==> src/rtl/idma_req_queue_pkg.sv <==
// Shared width helpers for idma_req_queue: status counter and pointer widths
// derived from the Depth / MaxInflight parameters.
package idma_req_queue_pkg;

   localparam int unsigned MaxDepth       = 64;
   localparam int unsigned MaxInflightCap = 255;

   // Width of usage_t: must hold 0..depth inclusive.
   function automatic int unsigned usage_width(input int unsigned depth);
      return (depth < 1) ? 1 : $clog2(depth + 1);
   endfunction

   // Width of inflight_t: must hold 0..max_inflight inclusive.
   function automatic int unsigned inflight_width(input int unsigned max_inflight);
      return (max_inflight < 1) ? 1 : $clog2(max_inflight + 1);
   endfunction

   // At least one bit, so a single-entry queue still has a legal pointer.
   function automatic int unsigned ptr_width(input int unsigned depth);
      return (depth <= 1) ? 1 : $clog2(depth);
   endfunction

endpackage

==> src/rtl/idma_inflight_counter.sv <==
// Outstanding-transfer counter: +1 on issue, -1 on retire, with a sticky flag
// for completions that arrive while nothing is outstanding.
module idma_inflight_counter
   import idma_req_queue_pkg::*;
#(
   parameter int unsigned MaxInflight = 8,
   localparam int unsigned CntW = inflight_width(MaxInflight)
) (
   input  logic            clk_i,
   input  logic            rst_i,
   input  logic            issue_i,
   input  logic            retire_i,
   output logic            cap_o,
   output logic [CntW-1:0] count_o,
   output logic            err_o
);

   logic [CntW-1:0] count_q, count_d;
   logic            err_q, err_d;

   always_comb begin
      count_d = count_q;
      err_d   = err_q;
      if (issue_i && !retire_i) begin
         count_d = count_q + CntW'(1);
      end else if (retire_i && !issue_i) begin
         // A retire with nothing outstanding is flagged, never underflowed.
         if (count_q == '0) err_d = 1'b1;
         else               count_d = count_q - CntW'(1);
      end
   end

   always_ff @(posedge clk_i) begin
      if (rst_i) begin
         count_q <= '0;
         err_q   <= 1'b0;
      end else begin
         count_q <= count_d;
         err_q   <= err_d;
      end
   end

   assign cap_o   = (count_q >= CntW'(MaxInflight));
   assign count_o = count_q;
   assign err_o   = err_q;

endmodule

==> src/rtl/idma_req_queue.sv <==
// In-order elastic request buffer between register frontend and iDMA backend,
// with in-flight issue cap. Optional IDMA_REQ_QUEUE_FALL_THROUGH_EN bypasses an empty queue.
module idma_req_queue
   import idma_req_queue_pkg::*;
#(
   parameter type         burst_req_t = logic,
   parameter int unsigned Depth       = 4,
   parameter int unsigned MaxInflight = 8,
   localparam int unsigned UsageW = usage_width(Depth),
   localparam int unsigned InflW  = inflight_width(MaxInflight)
) (
   input  logic              clk_i,
   input  logic              rst_i,
   input  burst_req_t        req_i,
   input  logic              req_valid_i,
   output logic              req_ready_o,
   output burst_req_t        req_o,
   output logic              req_valid_o,
   input  logic              req_ready_i,
   input  logic              trans_complete_i,
   output logic [UsageW-1:0] usage_o,
   output logic [InflW-1:0]  inflight_o,
   output logic              idle_o,
   output logic              cpl_err_o
);

   localparam int unsigned PtrW = ptr_width(Depth);

   burst_req_t        mem_q [Depth];
   burst_req_t        mem_d [Depth];
   logic [PtrW-1:0]   wr_ptr_q, wr_ptr_d, rd_ptr_q, rd_ptr_d;
   logic [UsageW-1:0] usage_q, usage_d;
   logic              full, empty, cap, push, pop, wr_en, rd_en;

   function automatic logic [PtrW-1:0] ptr_inc(input logic [PtrW-1:0] p);
      return (p == PtrW'(Depth - 1)) ? '0 : p + PtrW'(1);
   endfunction

   assign full  = (usage_q == UsageW'(Depth));
   assign empty = (usage_q == '0);

   // Ready depends only on registered occupancy, so a pop never frees a
   // slot for a same-cycle push when full.
   assign req_ready_o = !full && !rst_i;
   assign push        = req_valid_i && req_ready_o;
   assign pop         = req_valid_o && req_ready_i;

`ifdef IDMA_REQ_QUEUE_FALL_THROUGH_EN
   assign req_o       = empty ? req_i : mem_q[rd_ptr_q];
   assign req_valid_o = !rst_i && !cap && (!empty || req_valid_i);
   assign wr_en       = push && !(empty && pop);
   assign rd_en       = pop && !empty;
`else
   assign req_o       = mem_q[rd_ptr_q];
   assign req_valid_o = !rst_i && !cap && !empty;
   assign wr_en       = push;
   assign rd_en       = pop;
`endif

   always_comb begin
      mem_d    = mem_q;
      wr_ptr_d = wr_ptr_q;
      rd_ptr_d = rd_ptr_q;
      usage_d  = usage_q;
      if (wr_en) begin
         mem_d[wr_ptr_q] = req_i;
         wr_ptr_d        = ptr_inc(wr_ptr_q);
      end
      if (rd_en) rd_ptr_d = ptr_inc(rd_ptr_q);
      if (wr_en && !rd_en)      usage_d = usage_q + UsageW'(1);
      else if (rd_en && !wr_en) usage_d = usage_q - UsageW'(1);
   end

   always_ff @(posedge clk_i) begin
      if (rst_i) begin
         wr_ptr_q <= '0;
         rd_ptr_q <= '0;
         usage_q  <= '0;
      end else begin
         wr_ptr_q <= wr_ptr_d;
         rd_ptr_q <= rd_ptr_d;
         usage_q  <= usage_d;
      end
   end

   // Payload storage needs no reset; validity is tracked by the pointers.
   always_ff @(posedge clk_i) begin
      mem_q <= mem_d;
   end

   idma_inflight_counter #(
      .MaxInflight (MaxInflight)
   ) i_inflight (
      .clk_i    (clk_i),
      .rst_i    (rst_i),
      .issue_i  (pop),
      .retire_i (trans_complete_i),
      .cap_o    (cap),
      .count_o  (inflight_o),
      .err_o    (cpl_err_o)
   );

   assign usage_o = usage_q;
   assign idle_o  = empty && (inflight_o == '0);

endmodule

==> config.mk <==
export PLATFORM = sky130hd
export DESIGN_NAME = idma_req_queue
export DESIGN_NICKNAME = d
export VERILOG_FILES = /design/src/rtl/idma_req_queue_pkg.sv /design/src/rtl/idma_inflight_counter.sv /design/src/rtl/idma_req_queue.sv
export SDC_FILE = /design/constraint.sdc
export NUM_CORES = 1
export LEC_CHECK = 0
export BUFFER_PORTS_ARGS = -buffer_cell sky130_fd_sc_hd__buf_2
export CORE_AREA = 10 10 49 59
export DETAILED_ROUTE_END_ITERATION = 6
export DIE_AREA = 0 0 59 69
export PLACE_DENSITY = 0.72
export SYNTH_ARGS = -nofsm -noshare
export SYNTH_HDL_FRONTEND = slang
export SYNTH_SLANG_ARGS = --single-unit
export TNS_END_PERCENT = 1
==> constraint.sdc <==
create_clock -name clk_i -period 3.3 [get_ports clk_i]
set_input_delay 0.495 -clock clk_i [delete_from_list [all_inputs] [get_ports clk_i]]
set_output_delay 0.495 -clock clk_i [all_outputs]
set_load 0.01 [all_outputs]
==> results_tabular.tex, run 1 <==
\begin{tabular}{lr}
\hline
Metric & Value \\
\hline
\multicolumn{2}{l}{\textbf{Run status}} \\
Status & complete, no violations \\
\multicolumn{2}{l}{\textbf{STA}} \\
Max-slew headroom & 0.658 \\
Setup repair after global routing missed its margin & false \\
Sum of negative setup slack & 0 ns \\
Max-slew violation total from the final report & 0 \\
Final setup margin & 0.711 ns \\
Tightest Pin Transition & 0.512 ns \\
Max Clk Rate & 0.386 GHz \\
Clock Skews & 0.00773 ns \\
Min Clock Period, post-route & 2.59 ns \\
Final period util & 0.785 \\
Total of endpoints with negative setup slack in the final report & 0 \\
Count of endpoints failing hold in the final timing report & 0 \\
\multicolumn{2}{l}{\textbf{Placed design}} \\
Final RePlAce weighted congestion & 0.725 \\
Dpl ws & 0.551 ns \\
Cell area after placement & 993 µm² \\
Number of buffer cells added on primary ports & 17 \\
Cell Count Post-Placement & 121 \\
Detailed placement HPWL & 1280 µm \\
\multicolumn{2}{l}{\textbf{CTS}} \\
Post-CTS Resized & 0 \\
Total clock buffers created by CTS & 3 \\
Clock transition at the registers of the reported paths & 0.10 ns \\
Root Buffer & sky130\_fd\_sc\_hd\_\_clkbuf\_4 \\
Number of H-tree branching levels & 1 \\
Number of buffers inserted to repair setup after CTS & 0 \\
CTS tree & done \\
Total clock sinks & 16 \\
Number of buffers between clock root and the deepest sink & 2 \\
Hold bufs inserted after CTS & 0 \\
Later-pin clock latency in the skew report & 0.29 ns \\
\multicolumn{2}{l}{\textbf{Hold path}} \\
Class of the most critical hold timing path & in -> reg \\
\multicolumn{2}{l}{\textbf{Global route}} \\
Overflow left after global routing & 0 \\
Vias in the first global route & 652 \\
First-pass GRT wire length & 2850 µm \\
Largest net degree at the start of global routing & 17 \\
Number of antenna violations at the first check in global routing & 0 \\
Global router's overall resource usage & 0.0858 \\
\multicolumn{2}{l}{\textbf{Worst setup path}} \\
Gate family responsible for the most delay along the worst path & simple AND/OR/NAND/NOR gates \\
Delay of the slowest critical-path stage & 0.37 ns \\
Critical path data required time & 3.48 ns \\
CP startpoint kind & register \\
Worst path buffer plus inverter count & 2 \\
Endpoint type of the worst setup path & register \\
Data arrival, critical path & 2.76 ns \\
Critical path class & reg -> reg \\
Sequence of cells on the critical path & nor3\_1, nand3b\_1, inv\_1, ha\_1, inv\_1, ha\_1, a21oi\_1, a211oi\_1, a31oi\_1, mux2\_1 \\
Worst-path maximum fanout & 7 \\
Critical path's slowest cell & sky130\_fd\_sc\_hd\_\_dfxtp\_1 \\
\multicolumn{2}{l}{\textbf{Synth}} \\
Register bit total from synthesis & 16 \\
Count of cell types in the netlist & 26 \\
Proportion of synthesized area in mux cells & 0.0493 \\
Largest family of logic cells by synthesized area & adder cells \\
Post-synthesis share of cell area spent on xor and xnor gates & 0.0394 \\
Primary flip-flop cell chosen by synthesis mapping & sky130\_fd\_sc\_hd\_\_dfxtp\_1 \\
Share of synthesized area occupied by flip-flops and latches & 0.406 \\
Number of warnings printed during yosys synthesis & 0 \\
Synthesized net count & 104 \\
Proportion of synthesized flip-flops having asynchronous set or reset & 0 \\
Average cell area after synthesis & 10.3 µm² \\
Synthesized area & 888 µm² \\
Share of synthesized cell area in full adder, half adder and majority cells & 0.186 \\
Compound-Gate Fraction of Synth Area & 0.110 \\
Count of flip-flops with a built-in enable after synthesis & 4 \\
Number of instances in the synthesized netlist & 86 \\
Area fraction in and, or, nand and nor cells after synthesis & 0.172 \\
\multicolumn{2}{l}{\textbf{Cells and area}} \\
Number of standard cells in the layout, taps in and fillers out & 125 \\
Layout cell share with drive strength beyond 1 & 0.217 \\
Non-Filler Cell Area, Final & 1020 µm² \\
Net count, final & 125 \\
Combined area of the multi-input logic cells & 494 µm² \\
Layout overhead on the synthesized area & 14.8\% \\
Area taken by flip-flops and latches & 360 µm² \\
Antenna Diode Count & 0 \\
Count of fill cells added during filler insertion & 177 \\
\multicolumn{2}{l}{\textbf{Route}} \\
Remaining design rule violation count & 0 \\
Total detailed-routing wirelength & 1620 µm \\
Starting DRT DRC Count & 37 \\
Via count & 666 \\
Detailed-router iteration count before antenna repair & 4 \\
Detail Route Antenna Nets & 0 \\
Via-per-instance ratio & 5.33 \\
Drt wl/cell & 12.9 µm \\
\multicolumn{2}{l}{\textbf{Floorplanning}} \\
Total die area & 4070 µm² \\
Starting utilization of the core area & 0.497 \\
Die Y-Extent & 69 µm \\
IO Pins & 18 \\
Row Count & 17 \\
Placeable core region & 1790 µm² \\
Horizontal extent of the die & 59 µm \\
\multicolumn{2}{l}{\textbf{Run}} \\
Count of max-cap constraint violations & 0 \\
\multicolumn{2}{l}{\textbf{Pwr}} \\
Leakage & 0.456 nW \\
Worst supply voltage drop on vdd & 0.493 mV \\
Total power per unit cell area & 861 nW/µm² \\
\hline
\end{tabular}
metal layers:
metal / share of wire / GRT usage
met5: 0 / 0
met1: 0.45 / 0.0988
met2: 0.47 / 0.134
met4: 0.017 / 0.0458
met3: 0.064 / 0.0274
kinds of logic after synthesis:
family          count (synthesis)
simple gates                   27
flops                          16
compound gates                 15
fa+ha+maj                      12
buf+inv                         9
xor+xnor                        4
mux                             3
layout make-up:
class	instances	area share
Clock inverter	1	0.00368
Clock buffer	3	0.0221
Inverter	8	0.0294
Tap cell	19	0.0233
Timing Repair Buffer	17	0.0834
Multi-Input combinational cell	61	0.485
Sequential cell	16	0.353
sequential cells by signal, indices dropped and copies added (netlist names):
register and flops:
mem_q 4, i_inflight.err_o 1, i_inflight.count_o 4, wr_ptr_q 2
usage_o 3, rd_ptr_q 2
Yosys cell counts, types with 2 or more instances:
master,count,share of area
sky130_fd_sc_hd__fa_1,2,0.045
sky130_fd_sc_hd__edfxtp_1,4,0.14
sky130_fd_sc_hd__nor2_1,8,0.034
sky130_fd_sc_hd__a31oi_1,2,0.014
sky130_fd_sc_hd__and2_1,5,0.035
sky130_fd_sc_hd__a21oi_1,5,0.028
sky130_fd_sc_hd__a211oi_1,2,0.017
sky130_fd_sc_hd__nand2_1,4,0.017
sky130_fd_sc_hd__xnor2_1,2,0.020
sky130_fd_sc_hd__o21ai_0,2,0.011
sky130_fd_sc_hd__xor2_1,2,0.020
sky130_fd_sc_hd__ha_1,10,0.14
sky130_fd_sc_hd__nor3_1,3,0.017
sky130_fd_sc_hd__inv_1,8,0.034
sky130_fd_sc_hd__o31ai_1,3,0.025
sky130_fd_sc_hd__dfxtp_1,12,0.27
sky130_fd_sc_hd__nand3b_1,3,0.025
placed cells by master (no fill, tap or decap):
master	synthesis	routed
sky130_fd_sc_hd__nand3b_1	3	3
sky130_fd_sc_hd__clkbuf_4	0	3
sky130_fd_sc_hd__buf_2	0	17
sky130_fd_sc_hd__a21oi_1	5	5
sky130_fd_sc_hd__edfxtp_1	4	4
sky130_fd_sc_hd__mux2_1	1	1
sky130_fd_sc_hd__o31ai_1	3	3
sky130_fd_sc_hd__xnor2_1	2	2
sky130_fd_sc_hd__and2_1	5	5
sky130_fd_sc_hd__fa_1	2	2
sky130_fd_sc_hd__mux4_2	1	1
sky130_fd_sc_hd__or3_1	1	1
sky130_fd_sc_hd__nor2_1	8	8
sky130_fd_sc_hd__a211oi_1	2	2
sky130_fd_sc_hd__inv_1	8	8
sky130_fd_sc_hd__a211oi_2	1	1
sky130_fd_sc_hd__nor4_4	1	1
sky130_fd_sc_hd__o21ai_0	2	2
sky130_fd_sc_hd__mux2i_1	1	1
sky130_fd_sc_hd__a31oi_1	2	2
sky130_fd_sc_hd__nand2_1	4	4
sky130_fd_sc_hd__xor2_1	2	2
sky130_fd_sc_hd__nor3_1	3	3
sky130_fd_sc_hd__nand3_1	1	1
sky130_fd_sc_hd__ha_1	10	10
sky130_fd_sc_hd__clkinv_1	0	1
sky130_fd_sc_hd__dfxtp_1	12	12
sky130_fd_sc_hd__nor2b_1	1	1
power breakdown:
part	switching, mW	leakage (nW)	internal, mW
sequential	0.0784	0.135	0.260
clock	0.0617	0.0154	0.0439
combinational	0.225	0.306	0.208
metrics by stage:
stage / util / power [mW] / hold WS (ns)
after global routing: 0.571 / 0.970 / 0.413
after floorplan: - / 0.645 / 0.489
after detailed placement: 0.556 / 0.782 / 0.457
final: 0.571 / 0.878 / 0.418
after global placement: 0.556 / 0.769 / 0.453
after CTS: 0.571 / 0.891 / 0.413
final timing paths:
| check | start | endpoint | slack [ns] | cells past startpoint |
|---|---|---|---|---|
| worst max-delay path | usage_o[2] | i_inflight.count_o[3] | 0.71 | 10 |
| worst min-delay path | req_i | mem_q[1] | 0.42 | 1 |
| worst max register to register | usage_o[2] | i_inflight.count_o[3] | 0.71 | 10 |
| worst min register to register | i_inflight.err_o | i_inflight.err_o | 0.48 | 2 |
Note: power is estimated with default switching activity, not from simulation.
==> run 2: changes to the inputs <==
Clock period 3.3 ns to 2.67 ns, I/O delays scaled along.
==> run 2 against run 1 <==
Total power up 25%. Design area up 2.2%. Cell count up 2.4%. Largest cell class unchanged. Critical path type unchanged. Highest routed layer unchanged. Utilization up 1.3 points. Global-route usage up 0.36 points. Critical endpoint unchanged. Die area unchanged.
==> results_tabular.tex, run 2 (synthesis gave the netlist of run 1 again) <==
\begin{tabular}{lr}
\hline
Metric & Value \\
\hline
\multicolumn{2}{l}{\textbf{CTS}} \\
Total clock sinks & 16 (unchanged) \\
Root Buffer & sky130\_fd\_sc\_hd\_\_clkbuf\_4 \\
Number of buffers inserted to repair setup after CTS & 0 (unchanged) \\
Later-pin clock latency in the skew report & 0.29 ns (about the same) \\
Hold bufs inserted after CTS & 0 (unchanged) \\
Number of buffers between clock root and the deepest sink & 2 (unchanged) \\
Total clock buffers created by CTS & 3 (unchanged) \\
Clock transition at the registers of the reported paths & 0.09 ns (about the same) \\
Number of H-tree branching levels & 1 (unchanged) \\
Post-CTS Resized & 0 (unchanged) \\
CTS tree & done \\
\multicolumn{2}{l}{\textbf{Floorplanning}} \\
Placeable core region & 1790 µm² (unchanged) \\
Row Count & 17 (unchanged) \\
Starting utilization of the core area & 0.497 (unchanged) \\
Horizontal extent of the die & 59 µm (unchanged) \\
Total die area & 4070 µm² (unchanged) \\
IO Pins & 18 (unchanged) \\
Die Y-Extent & 69 µm (unchanged) \\
\multicolumn{2}{l}{\textbf{Worst setup path}} \\
Critical path's slowest cell & sky130\_fd\_sc\_hd\_\_dfxtp\_1 \\
Start of the worst register-to-register path & usage\_o[2] \\
Gate family responsible for the most delay along the worst path & compound AO/OA/AOI/OAI gates \\
Worst-path maximum fanout & 6 (-1) \\
Critical path data required time & 2.85 ns (-0.63 ns) \\
Depth of the critical timing path with buffers and inverters included & 10 (unchanged) \\
Sequence of cells on the critical path & nor3\_1, nand3b\_1, inv\_1, ha\_1, inv\_1, ha\_1, a21oi\_1, a211oi\_1, a31oi\_1, mux2\_1 \\
Critical path startpoint & usage\_o[2] \\
CP startpoint kind & register \\
Delay of the slowest critical-path stage & 0.37 ns (about the same) \\
R2r worst-path depth & 10 (unchanged) \\
Endpoint type of the worst setup path & register \\
Critical path class & reg -> reg \\
Worst path buffer plus inverter count & 2 (unchanged) \\
Data arrival, critical path & 2.59 ns (-0.17 ns) \\
\multicolumn{2}{l}{\textbf{Cells and area}} \\
Count of fill cells added during filler insertion & 170 (-4.0\%) \\
Layout overhead on the synthesized area & 17.3\% \\
Layout cell share with drive strength beyond 1 & 0.239 (+0.0216) \\
Net count, final & 128 (+2.4\%) \\
Commonest cells after routing, fill and taps aside & sky130\_fd\_sc\_hd\_\_buf\_2, sky130\_fd\_sc\_hd\_\_dfxtp\_1, sky130\_fd\_sc\_hd\_\_ha\_1 \\
Antenna Diode Count & 0 (unchanged) \\
Most frequent standard cell in the layout excluding fill and tap cells & sky130\_fd\_sc\_hd\_\_buf\_2 \\
\multicolumn{2}{l}{\textbf{STA}} \\
Max-slew headroom & 0.768 (+0.110) \\
Post-Route Hold Slack & 0.321 ns (-0.0977 ns) \\
Tightest Pin Transition & 0.348 ns (-0.164 ns) \\
Sum of negative setup slack & 0 ns (unchanged) \\
Clock Skews & 0.000951 ns (-0.00678 ns) \\
Count of endpoints failing hold in the final timing report & 0 (unchanged) \\
Setup repair after global routing missed its margin & false \\
Total of endpoints with negative setup slack in the final report & 0 (unchanged) \\
Min Clock Period, post-route & 2.41 ns (-0.181 ns) \\
Max-slew violation total from the final report & 0 (unchanged) \\
Final period util & 0.902 (+0.117) \\
Max Clk Rate & 0.415 GHz (+7.5\%) \\
\multicolumn{2}{l}{\textbf{Hold path}} \\
Hold-critical path depth & 1 (unchanged) \\
Class of the most critical hold timing path & in -> reg \\
Worst min-delay path startpoint & req\_i \\
\multicolumn{2}{l}{\textbf{Route}} \\
Via count & 668 (+0.30\%) \\
Detail Route Antenna Nets & 0 (unchanged) \\
Remaining design rule violation count & 0 (unchanged) \\
Total detailed-routing wirelength & 1650 µm (+1.8\%) \\
Starting DRT DRC Count & 30 (-19\%) \\
Drt wl/cell & 12.9 µm (-0.59\%) \\
Via-per-instance ratio & 5.22 (-2.1\%) \\
Detailed-router iteration count before antenna repair & 4 (unchanged) \\
\multicolumn{2}{l}{\textbf{Pwr}} \\
Total power per unit cell area & 1050 nW/µm² (+22\%) \\
Leakage & 0.470 nW (+3.1\%) \\
Total power after layout & 1.10 mW (+25\%) \\
Worst supply voltage drop on vdd & 0.644 mV (+31\%) \\
\multicolumn{2}{l}{\textbf{Global route}} \\
First-pass GRT wire length & 2940 µm (+3.2\%) \\
Met2 GRT Util & 0.134 (unchanged) \\
Met1 GRT Util & 0.0989 (+0.000105) \\
Largest net degree at the start of global routing & 16 (-1) \\
Number of antenna violations at the first check in global routing & 0 (unchanged) \\
Global router's overall resource usage & 0.0894 (+0.00359) \\
Gr busiest metal & met2 \\
Global routing met3 resource utilization & 0.0347 (+0.00731) \\
Overflow left after global routing & 0 (unchanged) \\
Vias in the first global route & 688 (+5.5\%) \\
\multicolumn{2}{l}{\textbf{Run status}} \\
Status & complete, no violations \\
\multicolumn{2}{l}{\textbf{Placed design}} \\
Detailed placement HPWL & 1330 µm (+3.6\%) \\
Number of buffer cells added on primary ports & 17 (unchanged) \\
Final RePlAce weighted congestion & 0.770 (+6.1\%) \\
\multicolumn{2}{l}{\textbf{Run}} \\
Count of max-cap constraint violations & 0 (unchanged) \\
\hline
\end{tabular}
run 2: cell types whose count changed in the layout (fill, tap and decap cells not counted):
cell | previous run | this run
sky130_fd_sc_hd__buf_4 | 0 | 3
run 2: path summary, 6_finish.rpt:
path,endpoint,slack [ns]
worst max register to register,i_inflight.count_o[3],0.26
worst min register to register,i_inflight.err_o,0.48
worst min-delay path,mem_q[3],0.32
worst max-delay path,i_inflight.count_o[3],0.26
run 2: per-layer routing:
layer  vias up  wire (µm)
li1        346          -
met1       303        756
met2        15        740
met3         4        112
met4         0         38
met5         -          0
run 2: layout make-up:
class | instances | area, µm² | share of cell area
tap | 19 | 23.8 | 0.0228
multi-input combinational | 61 | 494 | 0.474
sequential | 16 | 360 | 0.346
inverter | 8 | 30.0 | 0.0288
clock buffer | 3 | 22.5 | 0.0216
clock inverter | 1 | 3.75 | 0.00360
timing repair buffer | 20 | 108 | 0.103
run 2: stage by stage:
stage               std cells  utilization  worst slack, ns  area (µm²)
floorplan                  86            -            0.309         888
global placement          124        0.569            0.375        1020
detailed placement        124        0.569            0.277        1020
CTS                       128        0.583            0.249        1040
global route              128        0.583           0.0172        1040
finish                    128        0.583            0.261        1040
run 2: power breakdown:
group	switching, mW	internal [mW]
Combinational	0.281	0.267
Clock	0.0750	0.0544
Sequential	0.0974	0.321
run 2: worst register-to-register path: cells and delay by family (launching register included):
family | cells | cell delay (ns)
AND/OR/NAND/NOR | 2 | 0.44
AO/OA/AOI/OAI | 3 | 0.47
multiplexers | 1 | 0.34
buffers and inverters | 2 | 0.21
adder cells (fa/ha/maj) | 2 | 0.48
flip-flops | 1 | 0.37
==> run 3: changes to the inputs <==
Settings changed: CELL_PAD_IN_SITES_DETAIL_PLACEMENT from default to 1, CELL_PAD_IN_SITES_GLOBAL_PLACEMENT from default to 1, CORE_AREA 10 10 49 59 to 10 10 55 65, DIE_AREA 0 0 59 69 to 0 0 65 75.
==> run 3 against run 2 <==
Die area is 20% higher. Register-to-register slack better by 0.06 ns. Via count rose by 4.2%. Non-clock buffer count stayed put. Sequential cell count did not move. Hold slack gained 0.014 ns. Worst setup slack better by 0.056 ns. Total power up 1.9%. Combinational power rose by 3%. Critical path type unchanged. Critical endpoint unchanged. Largest power group unchanged.
==> results_tabular.tex, run 3 (synthesis gave the netlist of run 1 again) <==
\begin{tabular}{lr}
\hline
Metric & Value \\
\hline
\multicolumn{2}{l}{\textbf{Global route}} \\
Largest net degree at the start of global routing & 16 (unchanged) \\
First-pass GRT wire length & 3370 µm (+15\%) \\
Global router's overall resource usage & 0.0864 (-0.00295) \\
Overflow left after global routing & 0 (unchanged) \\
Number of antenna violations at the first check in global routing & 0 (unchanged) \\
Vias in the first global route & 759 (+10\%) \\
\multicolumn{2}{l}{\textbf{Route}} \\
Remaining design rule violation count & 0 (unchanged) \\
Detail Route Antenna Nets & 0 (unchanged) \\
Starting DRT DRC Count & 20 (-33\%) \\
Via count & 696 (+4.2\%) \\
Via-per-instance ratio & 4.97 (-4.7\%) \\
Total detailed-routing wirelength & 1940 µm (+18\%) \\
Detailed-router iteration count before antenna repair & 4 (unchanged) \\
Drt wl/cell & 13.9 µm (+7.9\%) \\
\multicolumn{2}{l}{\textbf{Run status}} \\
Status & complete, no violations \\
\multicolumn{2}{l}{\textbf{Floorplanning}} \\
Starting utilization of the core area & 0.385 (-0.112) \\
Die Y-Extent & 75 µm (+8.7\%) \\
IO Pins & 18 (unchanged) \\
Horizontal extent of the die & 65 µm (+10\%) \\
Total die area & 4880 µm² (+20\%) \\
Placeable core region & 2310 µm² (+29\%) \\
Row Count & 19 (+2) \\
\multicolumn{2}{l}{\textbf{Worst setup path}} \\
Critical path data required time & 2.84 ns (about the same) \\
CP startpoint kind & register \\
R2r setup slk & 0.32 ns (+0.06 ns) \\
Critical path's slowest cell & sky130\_fd\_sc\_hd\_\_dfxtp\_1 \\
Worst-path maximum fanout & 6 (unchanged) \\
Endpoint type of the worst setup path & register \\
Start of the worst register-to-register path & usage\_o[2] \\
Data arrival, critical path & 2.52 ns (-0.07 ns) \\
Critical path class & reg -> reg \\
Depth of the critical timing path with buffers and inverters included & 10 (unchanged) \\
Delay of the slowest critical-path stage & 0.38 ns (about the same) \\
R2r worst-path depth & 10 (unchanged) \\
Worst path buffer plus inverter count & 2 (unchanged) \\
Critical path startpoint & usage\_o[2] \\
Gate family responsible for the most delay along the worst path & adder cells \\
Sequence of cells on the critical path & nor3\_2, nand3b\_1, inv\_1, ha\_1, inv\_1, ha\_1, a21oi\_1, a211oi\_1, a31oi\_1, mux2\_1 \\
\multicolumn{2}{l}{\textbf{Pwr}} \\
Leakage & 0.472 nW (+0.29\%) \\
Relative contribution of combinational cells to total power & 0.504 (+0.004) \\
Total power after layout & 1.12 mW (+1.9\%) \\
Sequential share of power & 0.381 (about the same) \\
Net load switching power & 469 µW (+3.7\%) \\
Worst supply voltage drop on vdd & 0.472 mV (-27\%) \\
Total power per unit cell area & 1050 nW/µm² (about the same) \\
Relative contribution of the clock network to total power & 0.116 (-0.002) \\
Switch share & 0.421 (+0.00728) \\
Internal power & 646 µW (+0.60\%) \\
\multicolumn{2}{l}{\textbf{CTS}} \\
Clock transition at the registers of the reported paths & 0.09 ns (about the same) \\
CTS tree & done \\
Number of H-tree branching levels & 1 (unchanged) \\
Root Buffer & sky130\_fd\_sc\_hd\_\_clkbuf\_4 \\
Total clock sinks & 16 (unchanged) \\
Total clock buffers created by CTS & 3 (unchanged) \\
Number of buffers between clock root and the deepest sink & 2 (unchanged) \\
Post-CTS Resized & 0 (unchanged) \\
Number of buffers inserted to repair setup after CTS & 0 (unchanged) \\
Later-pin clock latency in the skew report & 0.28 ns (about the same) \\
Hold bufs inserted after CTS & 0 (unchanged) \\
\multicolumn{2}{l}{\textbf{Placed design}} \\
Detailed placement HPWL & 1600 µm (+21\%) \\
Final RePlAce weighted congestion & 0.744 (-3.3\%) \\
Number of buffer cells added on primary ports & 17 (unchanged) \\
\multicolumn{2}{l}{\textbf{Cells and area}} \\
Antenna Diode Count & 0 (unchanged) \\
Commonest cells after routing, fill and taps aside & sky130\_fd\_sc\_hd\_\_buf\_2, sky130\_fd\_sc\_hd\_\_dfxtp\_1, sky130\_fd\_sc\_hd\_\_ha\_1 \\
Layout overhead on the synthesized area & 19.6\% \\
Combined area of the multi-input logic cells & 499 µm² (+1.0\%) \\
Count of fill cells added during filler insertion & 285 (+68\%) \\
Layout cell share with drive strength beyond 1 & 0.248 (+0.00917) \\
Net count, final & 128 (unchanged) \\
Area taken by flip-flops and latches & 360 µm² (unchanged) \\
Most frequent standard cell in the layout excluding fill and tap cells & sky130\_fd\_sc\_hd\_\_buf\_2 \\
\multicolumn{2}{l}{\textbf{STA}} \\
Max-slew violation total from the final report & 0 (unchanged) \\
Setup repair after global routing missed its margin & false \\
Max Clk Rate & 0.425 GHz (+2.4\%) \\
Max-slew headroom & 0.762 (-0.00632) \\
Total of endpoints with negative setup slack in the final report & 0 (unchanged) \\
Clock Skews & 0.00161 ns (+0.000659 ns) \\
Final period util & 0.881 (-0.0210) \\
Sum of negative setup slack & 0 ns (unchanged) \\
Tightest Pin Transition & 0.358 ns (+0.00948 ns) \\
Min Clock Period, post-route & 2.35 ns (-0.0562 ns) \\
Count of endpoints failing hold in the final timing report & 0 (unchanged) \\
\multicolumn{2}{l}{\textbf{Hold path}} \\
Class of the most critical hold timing path & in -> reg \\
Hold-critical path depth & 1 (unchanged) \\
Worst min-delay path startpoint & req\_i \\
\multicolumn{2}{l}{\textbf{Run}} \\
Count of max-cap constraint violations & 0 (unchanged) \\
\hline
\end{tabular}
[run 3: changes by cell type in the layout (fill, tap and decap cells not counted)]
cell | previous run | this run
sky130_fd_sc_hd__nor3_1 | 3 | 2
sky130_fd_sc_hd__nor3_2 | 0 | 1
[run 3: power groups by stage]
stage | combinational (mW) | sequential [mW] | clock (mW)
floorplan | 0.362 | 0.435 | 0
global placement | 0.547 | 0.423 | 0
detailed placement | 0.568 | 0.432 | 0
CTS | 0.574 | 0.426 | 0.139
global route | 0.650 | 0.439 | 0.149
finish | 0.562 | 0.425 | 0.129
[run 3: cell type report]
type | instances | area share
flip-flops and latches | 16 | 0.339
repair buffers | 20 | 0.101
clock inverters | 1 | 0.00353
inverters | 8 | 0.0283
clock buffers | 3 | 0.0212
well taps | 31 | 0.0365
multi-input cells | 61 | 0.470
[run 3: routing by layer]
metal / track usage / up-vias / routed length [µm]
met5: 0 / - / 0
met4: 0.0286 / 0 / 15
met3: 0.0356 / 2 / 93
met2: 0.148 / 12 / 984
met1: 0.0956 / 336 / 850
li1: - / 346 / -
[run 3: stage by stage]
step | setup WS [ns] | area, µm² | hold slack, ns | util | cells
5_1_grt | 0.0753 | 1060 | 0.317 | 0.461 | 140
2_1_floorplan | 0.309 | 888 | 0.489 | - | 86
3_5_place_dp | 0.250 | 1030 | 0.466 | 0.447 | 136
3_3_place_gp | 0.353 | 1030 | 0.464 | 0.447 | 136
4_1_cts | 0.228 | 1060 | 0.323 | 0.458 | 140
6_report | 0.318 | 1060 | 0.335 | 0.461 | 140
[run 3: worst paths after layout]
check / endpoint
worst min-delay path: mem_q[0]
worst max-delay path: i_inflight.count_o[3]
worst max register to register: i_inflight.count_o[3]
worst min register to register: i_inflight.err_o
